<file path="src/rtl/id_stage_if.sv">
// Bundle of the ID stage's data path: IF/ID side inputs, write-back port,
// EX-stage instruction for hazard detection, and everything that feeds ID/EX.
// The stage itself uses the slave modport; whoever drives the stage uses master.
interface id_stage_if;
    logic [15:0] pc_in;
    logic [15:0] instruction_in;
    logic [15:0] ex_instruction;
    logic        wb_load_regfile;
    logic [2:0]  wb_dest;
    logic [15:0] wb_data;
    logic        wb_load_cc;
    logic        stall_in;

    logic [15:0] pc_out;
    logic [15:0] instruction_out;
    logic [15:0] sr1_out;
    logic [15:0] sr2_out;
    logic        br_enable;
    logic        idex_load;
    logic        ifid_load;
    logic [15:0] stall_count;

    modport slave (
        input  pc_in, instruction_in, ex_instruction,
        input  wb_load_regfile, wb_dest, wb_data, wb_load_cc, stall_in,
        output pc_out, instruction_out, sr1_out, sr2_out,
        output br_enable, idex_load, ifid_load, stall_count
    );

    modport master (
        output pc_in, instruction_in, ex_instruction,
        output wb_load_regfile, wb_dest, wb_data, wb_load_cc, stall_in,
        input  pc_out, instruction_out, sr1_out, sr2_out,
        input  br_enable, idex_load, ifid_load, stall_count
    );
endinterface

</file>
<file path="src/rtl/id_stage.sv">
// LC-3b instruction-decode stage: register file, NZP register, operand read,
// branch-enable, load-use hazard detection and bubble injection.
// Optional feature macro ID_WB_BYPASS_EN: forward the write-back value and the
// write-back NZP into this cycle's reads. Without it, a read of a register (or
// a conditional branch) racing a write-back is resolved with one bubble.
module id_stage (
    input  logic     clk,
    input  logic     reset,
    id_stage_if.slave bus
);
    localparam logic [3:0] OP_BR  = 4'b0000;
    localparam logic [3:0] OP_ADD = 4'b0001;
    localparam logic [3:0] OP_LDB = 4'b0010;
    localparam logic [3:0] OP_STB = 4'b0011;
    localparam logic [3:0] OP_JSR = 4'b0100;
    localparam logic [3:0] OP_AND = 4'b0101;
    localparam logic [3:0] OP_LDR = 4'b0110;
    localparam logic [3:0] OP_STR = 4'b0111;
    localparam logic [3:0] OP_NOT = 4'b1001;
    localparam logic [3:0] OP_LDI = 4'b1010;
    localparam logic [3:0] OP_STI = 4'b1011;
    localparam logic [3:0] OP_JMP = 4'b1100;
    localparam logic [3:0] OP_SHF = 4'b1101;

    // Register file, one 16-bit register per generate instance, packed for reads
    logic [7:0][15:0] regs_q;
    logic [2:0]       nzp_reg;
    logic [15:0]      stall_count_reg;

    logic [2:0]  wb_nzp;
    logic [2:0]  nzp_eff;
    logic [3:0]  opcode;
    logic [2:0]  sr1;
    logic [2:0]  sr2;
    logic        is_store;
    logic        sr1_used;
    logic        sr2_used;
    logic        ex_is_load;
    logic [2:0]  ex_dest;
    logic        load_use;
    logic        hazard;
    logic        bubble;
    logic [15:0] sr1_val;
    logic [15:0] sr2_val;

    // The low bits of the EX instruction carry nothing relevant to hazards
    logic unused_ex_bits;
    assign unused_ex_bits = ^bus.ex_instruction[8:0];

    genvar gi;
    generate
        for (gi = 0; gi < 8; gi++) begin : g_reg
            logic [15:0] data_reg;
            // Register gi: cleared by reset, loaded by a matching write-back
            always_ff @(posedge clk) begin
                if (reset) begin
                    data_reg <= '0;
                end else if (bus.wb_load_regfile && (bus.wb_dest == 3'(gi))) begin
                    data_reg <= bus.wb_data;
                end
            end
            assign regs_q[gi] = data_reg;
        end
    endgenerate

    // Condition codes derived from the write-back value (exactly one bit set)
    always_comb begin
        wb_nzp = 3'b001;
        if (bus.wb_data[15]) begin
            wb_nzp = 3'b100;
        end else if (bus.wb_data == 16'h0000) begin
            wb_nzp = 3'b010;
        end
    end

    // NZP register: reset to "zero", updated from write-back when requested
    always_ff @(posedge clk) begin
        if (reset) begin
            nzp_reg <= 3'b010;
        end else if (bus.wb_load_cc) begin
            nzp_reg <= wb_nzp;
        end
    end

    // Source field selection and which fields the opcode really reads
    always_comb begin
        opcode   = bus.instruction_in[15:12];
        is_store = (opcode == OP_STB) || (opcode == OP_STR) || (opcode == OP_STI);
        sr1      = bus.instruction_in[8:6];
        sr2      = is_store ? bus.instruction_in[11:9] : bus.instruction_in[2:0];
        sr1_used = 1'b0;
        sr2_used = is_store;
        case (opcode)
            OP_ADD, OP_AND: begin
                sr1_used = 1'b1;
                sr2_used = !bus.instruction_in[5];
            end
            OP_NOT, OP_SHF, OP_JMP, OP_LDB, OP_LDI, OP_LDR,
            OP_STB, OP_STI, OP_STR: sr1_used = 1'b1;
            OP_JSR:  sr1_used = !bus.instruction_in[11];
            default: sr1_used = 1'b0;
        endcase
    end

    // Load in EX whose destination feeds a source read here
    always_comb begin
        ex_is_load = (bus.ex_instruction[15:12] == OP_LDB) ||
                     (bus.ex_instruction[15:12] == OP_LDI) ||
                     (bus.ex_instruction[15:12] == OP_LDR);
        ex_dest    = bus.ex_instruction[11:9];
        load_use   = ex_is_load && ((sr1_used && (ex_dest == sr1)) ||
                                    (sr2_used && (ex_dest == sr2)));
    end

`ifdef ID_WB_BYPASS_EN
    // Forward the in-flight write-back so no extra stall is needed
    always_comb begin
        sr1_val = regs_q[sr1];
        sr2_val = regs_q[sr2];
        if (bus.wb_load_regfile && (bus.wb_dest == sr1)) begin
            sr1_val = bus.wb_data;
        end
        if (bus.wb_load_regfile && (bus.wb_dest == sr2)) begin
            sr2_val = bus.wb_data;
        end
        nzp_eff = bus.wb_load_cc ? wb_nzp : nzp_reg;
        hazard  = load_use;
    end
`else
    // No forwarding: a read racing a write-back waits one bubble instead
    always_comb begin
        sr1_val = regs_q[sr1];
        sr2_val = regs_q[sr2];
        nzp_eff = nzp_reg;
        hazard  = load_use;
        if (bus.wb_load_regfile && ((sr1_used && (bus.wb_dest == sr1)) ||
                                    (sr2_used && (bus.wb_dest == sr2)))) begin
            hazard = 1'b1;
        end
        if (bus.wb_load_cc && (opcode == OP_BR) &&
            (bus.instruction_in[11:9] != 3'b000)) begin
            hazard = 1'b1;
        end
    end
`endif

    // A global stall wins: nothing advances and no bubble is inserted
    assign bubble = hazard && !bus.stall_in;

    // Saturating count of injected bubbles
    always_ff @(posedge clk) begin
        if (reset) begin
            stall_count_reg <= '0;
        end else if (bubble && (stall_count_reg != 16'hFFFF)) begin
            stall_count_reg <= stall_count_reg + 16'd1;
        end
    end

    // Outputs toward ID/EX and the stall controls
    always_comb begin
        bus.pc_out          = bus.pc_in;
        bus.instruction_out = bubble ? 16'h0000 : bus.instruction_in;
        bus.sr1_out         = sr1_val;
        bus.sr2_out         = sr2_val;
        bus.br_enable       = !bubble && (opcode == OP_BR) &&
                              ((bus.instruction_in[11:9] & nzp_eff) != 3'b000);
        bus.idex_load       = !bus.stall_in;
        bus.ifid_load       = !bus.stall_in && !hazard;
        bus.stall_count     = stall_count_reg;
    end
endmodule

</file>
<file path="src/flat_wrapper.sv">
// flat-port wrapper written by rule: the top's interface ports become plain ports
module id_stage_flat 
  (clk, reset, bus_pc_in, bus_instruction_in, bus_ex_instruction, bus_wb_load_regfile, bus_wb_dest, bus_wb_data, bus_wb_load_cc, bus_stall_in, bus_pc_out, bus_instruction_out, bus_sr1_out, bus_sr2_out, bus_br_enable, bus_idex_load, bus_ifid_load, bus_stall_count);
  id_stage_if bus_i ();
  input  logic clk;
  input  logic reset;
  input wire logic [$bits(bus_i.pc_in)-1:0] bus_pc_in;
  input wire logic [$bits(bus_i.instruction_in)-1:0] bus_instruction_in;
  input wire logic [$bits(bus_i.ex_instruction)-1:0] bus_ex_instruction;
  input wire logic [$bits(bus_i.wb_load_regfile)-1:0] bus_wb_load_regfile;
  input wire logic [$bits(bus_i.wb_dest)-1:0] bus_wb_dest;
  input wire logic [$bits(bus_i.wb_data)-1:0] bus_wb_data;
  input wire logic [$bits(bus_i.wb_load_cc)-1:0] bus_wb_load_cc;
  input wire logic [$bits(bus_i.stall_in)-1:0] bus_stall_in;
  output wire logic [$bits(bus_i.pc_out)-1:0] bus_pc_out;
  output wire logic [$bits(bus_i.instruction_out)-1:0] bus_instruction_out;
  output wire logic [$bits(bus_i.sr1_out)-1:0] bus_sr1_out;
  output wire logic [$bits(bus_i.sr2_out)-1:0] bus_sr2_out;
  output wire logic [$bits(bus_i.br_enable)-1:0] bus_br_enable;
  output wire logic [$bits(bus_i.idex_load)-1:0] bus_idex_load;
  output wire logic [$bits(bus_i.ifid_load)-1:0] bus_ifid_load;
  output wire logic [$bits(bus_i.stall_count)-1:0] bus_stall_count;
  assign bus_i.pc_in = bus_pc_in;
  assign bus_i.instruction_in = bus_instruction_in;
  assign bus_i.ex_instruction = bus_ex_instruction;
  assign bus_i.wb_load_regfile = bus_wb_load_regfile;
  assign bus_i.wb_dest = bus_wb_dest;
  assign bus_i.wb_data = bus_wb_data;
  assign bus_i.wb_load_cc = bus_wb_load_cc;
  assign bus_i.stall_in = bus_stall_in;
  assign bus_pc_out = bus_i.pc_out;
  assign bus_instruction_out = bus_i.instruction_out;
  assign bus_sr1_out = bus_i.sr1_out;
  assign bus_sr2_out = bus_i.sr2_out;
  assign bus_br_enable = bus_i.br_enable;
  assign bus_idex_load = bus_i.idex_load;
  assign bus_ifid_load = bus_i.ifid_load;
  assign bus_stall_count = bus_i.stall_count;
  id_stage u_core (.clk(clk), .reset(reset), .bus(bus_i));
endmodule
</file>
<file path="config.mk">
export PLATFORM = sky130hd
export DESIGN_NAME = id_stage_flat
export DESIGN_NICKNAME = d
export VERILOG_FILES = /design/src/rtl/id_stage_if.sv /design/src/rtl/id_stage.sv /design/src/flat_wrapper.sv
export SDC_FILE = /design/constraint.sdc
export NUM_CORES = 1
export LEC_CHECK = 0
export BUFFER_PORTS_ARGS = -buffer_cell sky130_fd_sc_hd__buf_2
export CAP_MARGIN = 20
export CELL_PAD_IN_SITES_DETAIL_PLACEMENT = 1
export CELL_PAD_IN_SITES_GLOBAL_PLACEMENT = 2
export CORE_MARGIN = 4
export CORE_UTILIZATION = 34
export DETAILED_ROUTE_END_ITERATION = 7
export PLACE_DENSITY = 0.83
export SKIP_CTS_REPAIR_TIMING = 1
export SYNTH_ARGS = -nofsm -noshare
export SYNTH_HDL_FRONTEND = slang
export SYNTH_SLANG_ARGS = --single-unit
</file>
<file path="constraint.sdc">
create_clock -name clk -period 3.15 [get_ports clk]
set_input_delay 0.1575 -clock clk [delete_from_list [all_inputs] [get_ports clk]]
set_output_delay 0.1575 -clock clk [all_outputs]
set_load 0.02 [all_outputs]
</file>
# Word level (Yosys, flattened, before mapping)
# Cells that the tools add are included.
# word_totals
regBits,147
input_bits,72
out_inout_bits,83
mem_bits_rw,0
elab_cells,92
n_memories,0
latchBits,0
mem_bits_ro,0
# op_classes
shifts,0
n_addsub,1
n_mux,12
bitwise,1
n_eq_ne,27
n_div,0
multipliers,0
n_reduce_logical,39
n_lt_le_gt_ge,2
# op_table
cell,n
$bmux 16 s3,2
$mux 16,3
$eq 4x4->1 const B,6
$logic_and 1x1->1,21
$eq 4x3->1 const B,5
$add 16x1->16 const B,1
$logic_not 16->1,1
$ne 16x16->1 const B,1
$eq 3x3->1,4
$eq 3x3->1 const B,4
$eq 4x2->1 const B,3
$reduce_or 11->1,1
$lt 3x4->1 const B,2
$eq 3x2->1 const B,2
$logic_or 1x1->1,6
$mux 3,2
$reduce_bool 3->1,2
$logic_not 1->1,5
$eq 4x1->1 const B,1
$logic_not 4->1,1
$and 3x3->3,1
$eq 3x1->1 const B,1
$logic_not 3->1,1
$mux 1,3
3 further kinds,3

# Depth between registers and ports, before layout
# logic_depth
depth_word,14
ltp_mapped,9
depth_no_buf,7

# Least setup slack after synthesis
# Ideal clock, no wire load.
# synth_path
path_type,input to output
start,in bus_instruction_in[14]
end,out bus_sr2_out[0]
setup_slack_ps,787
n_path_buf,2
t_arrival_ps,2206
cell_stages,7
required_time_ps,2992
path_cell_list,and2_4 -> nor2_8 -> mux2i_2 -> buf_2 -> buf_2 -> mux4_2 -> mux2_2
# synth_via
elab_chain_len,6
word_cells_on_any_way,8
classes_between,eq/ne: 3; mux: 3; reduce/logical: 2
# synth_lines
element,line,text
from (decl),flat_wrapper.sv:8,input wire logic [$bits(bus_i.instruction_in)-1:0] bus_instruction_in;
$eq 4x2->1 / $eq 4x3->1 (equally long branches),id_stage.sv:88,is_store = (opcode == OP_STB) || (opcode == OP_STR) || (opcode == OP_STI);
$logic_or 1x1->1,id_stage.sv:88,
$logic_or 1x1->1 (*),id_stage.sv:88,
$mux 3 (*),id_stage.sv:90,sr2 = is_store ? bus.instruction_in[11:9] : bus.instruction_in[2:0];
$bmux 16 s3 (*),id_stage.sv:133,sr2_val = regs_q[sr2];
$mux 16 (not written as such) (*),id_stage.sv:133,
to (decl),flat_wrapper.sv:18,output wire logic [$bits(bus_i.sr2_out)-1:0] bus_sr2_out;
# Every way passes the cells marked *; elsewhere a longest branch is shown, timed or not. The select of a mux whose other input is x is not followed.

# Worst setup path in the final report
# layout_path
start,in bus_instruction_in[14]
end,out bus_sr2_out[7]
# Same word-level chain as after synthesis.

==> flow_metrics.env <==
export IMPL_yosys_area_top_type="dfxtp_1"
export IMPL_crit_required_ps=2990
export IMPL_clock_buffers_created_by_tritoncts=17
export IMPL_post_route_cells_drive_above_1_share_pct=28.86
export IMPL_total_leakage_power_nw=3.427
export IMPL_syn_cell_area_um2=8073
export IMPL_die_height_um=162.1
export IMPL_area_sequential_um2=2943
export IMPL_cp_start_kind="primary input"
export IMPL_async_flop_share_pct=0
export IMPL_root_buffer="clkbuf_16"
export IMPL_hp_class="primary input to register"
export IMPL_first_pass_grt_wire_length_um=43520
export IMPL_synth_ff_type="dfxtp_1"
export IMPL_yosysWarningCount=0
export IMPL_drt_initial_drc_count=528
export IMPL_regToRegStartpoint="u_core.bus.stall_count[3]$_SDFFE_PP0P_"
export IMPL_min_period_ps=2646
export IMPL_fin_crit_sh_pct=84.00
export IMPL_fin_setup_tns_ps=0
export IMPL_overall_overflow_remaining_after_global_route=0
export IMPL_worst_setup_path_end_kind="output pin"
export IMPL_final_hold_worst_slack_ps=29.63
export IMPL_grt_pass1_vias=7480
export IMPL_synth_cells_most_frequent="nand2_1, dfxtp_1, a21oi_1"
export IMPL_grt_usage_pct=21.31
export IMPL_maximum_achievable_frequency_ghz=0.3779
export IMPL_power_share_clock_pct=48.3
export IMPL_r2r_setup_slack_ps=940
export IMPL_post_dp_hpwl_um=17890
export IMPL_die_x_um=162.1
export IMPL_syn_inst=911
export IMPL_yosys_cell_types_count=50
export IMPL_routability_congestion_estimate_from_global_placement=0.7566
export IMPL_worst_r2r_cell_count=7
export IMPL_crit_type="primary input to output pin"
export IMPL_synth_most_common_cell="nand2_1"
export IMPL_route_final_wire_length_um=27780
export IMPL_yosys_top_cells_area="dfxtp_1, mux4_2, nand2_1, a21oi_1, mux2_2"
export IMPL_clock_sinks=147
export IMPL_area_delta_synth_final_pct=18.15
export IMPL_count_of_cells_along_the_worst_hold_path=2
export IMPL_routedWlPerCell_um=21.20
export IMPL_final_hold_violation_count=0
export IMPL_outcome="finished clean"
export IMPL_design_portCount=155
export IMPL_worst_slew_pin_slew_ps=1017
export IMPL_syn_avg_cell_area_um2=8.861
export IMPL_cts_htree_levels=4
export IMPL_critPathMaxFanout=22
export IMPL_worst_clock_skew_ps=3.716
export IMPL_finalWorstSetupSlack_ps=503.9
export IMPL_max_clock_path_buffers=2
export IMPL_max_vdd_ir_drop_uv=270.6
export IMPL_via_cell_ratio=5.486
export IMPL_clock_latency_on_the_worst_skew_pair_ps=430
export IMPL_drt_drc_violations_left=0
export IMPL_die_area_um2=26270
export IMPL_largest_net_degree_at_the_start_of_global_routing=86
export IMPL_crit_start="bus_instruction_in[14]"
export IMPL_power_total_w=0.004831
export IMPL_cp_arrival_ps=2490
export IMPL_final_net_count=1051
export IMPL_yosys_register_bits=147
export IMPL_cts_tree="built"
export IMPL_routed_via_count=7187
export IMPL_area_of_the_multi_input_gates_um2=4727
export IMPL_placement_setup_worst_slack_ps=524.4
export IMPL_io_buffers=113
export IMPL_rsz0062_at_grt="false"
export IMPL_cell_internal_pwr_w=0.003614
export IMPL_largest_register_ffs=128
export IMPL_rows=56
export IMPL_yosysTopAreaCellShare_pct=36.45
export IMPL_switching_share_pct=25.19
export IMPL_antennaDiodeCount=0
export IMPL_starting_density_pct=34.50
export IMPL_antenna_violations_before_repair=1
export IMPL_slew_headroom_pct=31.98
export IMPL_synth_fp_nets=984
export IMPL_drt_first_pass_iters=5
export IMPL_fill_cells=2807
export IMPL_share_comb_of_total_power_pct=11.8
export IMPL_power_frac_seq_pct=39.9
export IMPL_power_per_cell_area_nw_per_um2=506.5
export IMPL_postRouteAntennaNets=0
export IMPL_worstSetupEndpoint="bus_sr2_out[7]"
export IMPL_drv_max_cap_violation_count=0
export IMPL_power_switching_w=0.001217
export IMPL_yosysSeqAreaShare_pct=36.45
export IMPL_synth_enable_flop_cells=0
export IMPL_path_clk_slew_ps=60
export IMPL_slew_violations=0
export IMPL_rr_endpoint="u_core.bus.stall_count[15]$_SDFFE_PP0P_"
export IMPL_area_of_the_placeable_core_um2=23400
export IMPL_setup_viol=0
-- layout make-up --
| type | instances | share of cell area, % |
|---|---|---|
| inverter | 4 | 0.1574 |
| tap | 319 | 4.185 |
| clock inverter | 14 | 2.453 |
| timing repair buffer | 138 | 8.186 |
| sequential | 147 | 30.85 |
| clock buffer | 18 | 4.604 |
| multi-input combinational | 670 | 49.56 |
-- cell families (layout without fill, tap and decap cells) --
family	Yosys count	in the layout	synth area share, %
and+or+nand+nor	381	381	20.92
AOI/OAI and AO/OA	170	170	12.03
DFF	147	147	36.45
muxes	108	108	23.98
buffers and inverters	94	174	5.378
xor gates and xnor gates	10	10	1.085
adders and majority gates	1	1	0.1550
-- layout by cell type, fill, tap and decap left out, types with 8 or more instances in the layout --
| master | n |
|---|---|
| nand2_1 | 272 |
| dfxtp_1 | 147 |
| a21oi_1 | 144 |
| buf_2 | 112 |
| mux4_2 | 64 |
| mux2_2 | 36 |
| buf_4 | 24 |
| and2_1 | 19 |
| nor2_1 | 18 |
| clkbuf_16 | 17 |
| nor2b_1 | 15 |
| nand3_1 | 9 |
| nor4_1 | 8 |
| o31ai_1 | 8 |
-- through the flow --
stage | util, % | cells | instance area [µm²]
floorplan | - | 911 | 8073
global placement | 37.88 | 1278 | 8865
detailed placement | 37.88 | 1278 | 8865
CTS | 40.76 | 1310 | 9538
global route | 40.76 | 1310 | 9538
finish | 40.76 | 1310 | 9538
-- critical path, stage by stage --
cell     delay [ps]
buf_2           130
and2_4          190
nor2_8          210
mux2i_4         320
buf_4           420
mux4_2          570
mux2_2          300
buf_2           170
-- power groups by stage --
| stage | combinational [W] | sequential [W] | clock, W |
|---|---|---|---|
| 6_report | 0.000571 | 0.00193 | 0.00234 |
| 5_1_grt | 0.000616 | 0.00193 | 0.00245 |
| 4_1_cts | 0.000577 | 0.00192 | 0.00238 |
| 3_5_place_dp | 0.000575 | 0.00197 | 0 |
| 3_3_place_gp | 0.000566 | 0.00196 | 0 |
| 2_1_floorplan | 0.000408 | 0.00196 | 0 |
-- worst min-delay path by stage --
| stage | startpoint | endpoint | slack (ps) |
|---|---|---|---|
| 2_1_floorplan | bus_wb_load_cc | u_core.nzp_eff[2]$_SDFFE_PP0P_ | 310 |
| 3_3_place_gp | bus_pc_in[4] | bus_pc_out[4] | 320 |
| 3_5_place_dp | bus_pc_in[4] | bus_pc_out[4] | 320 |
| 4_1_cts | reset | u_core.bus.stall_count[11]$_SDFFE_PP0P_ | 10 |
| 5_1_grt | reset | u_core.bus.stall_count[11]$_SDFFE_PP0P_ | 40 |
| 6_report | reset | u_core.bus.stall_count[11]$_SDFFE_PP0P_ | 30 |
-- layer usage --
metal	wire length [µm]	vias up	track usage (%)
met5	7	-	0
met4	470	2	5.767
met3	1570	41	4.618
met2	14100	224	36.87
met1	11630	3607	27.00
li1	-	3313	-
No activity file was read; power rests on OpenSTA's default activity.
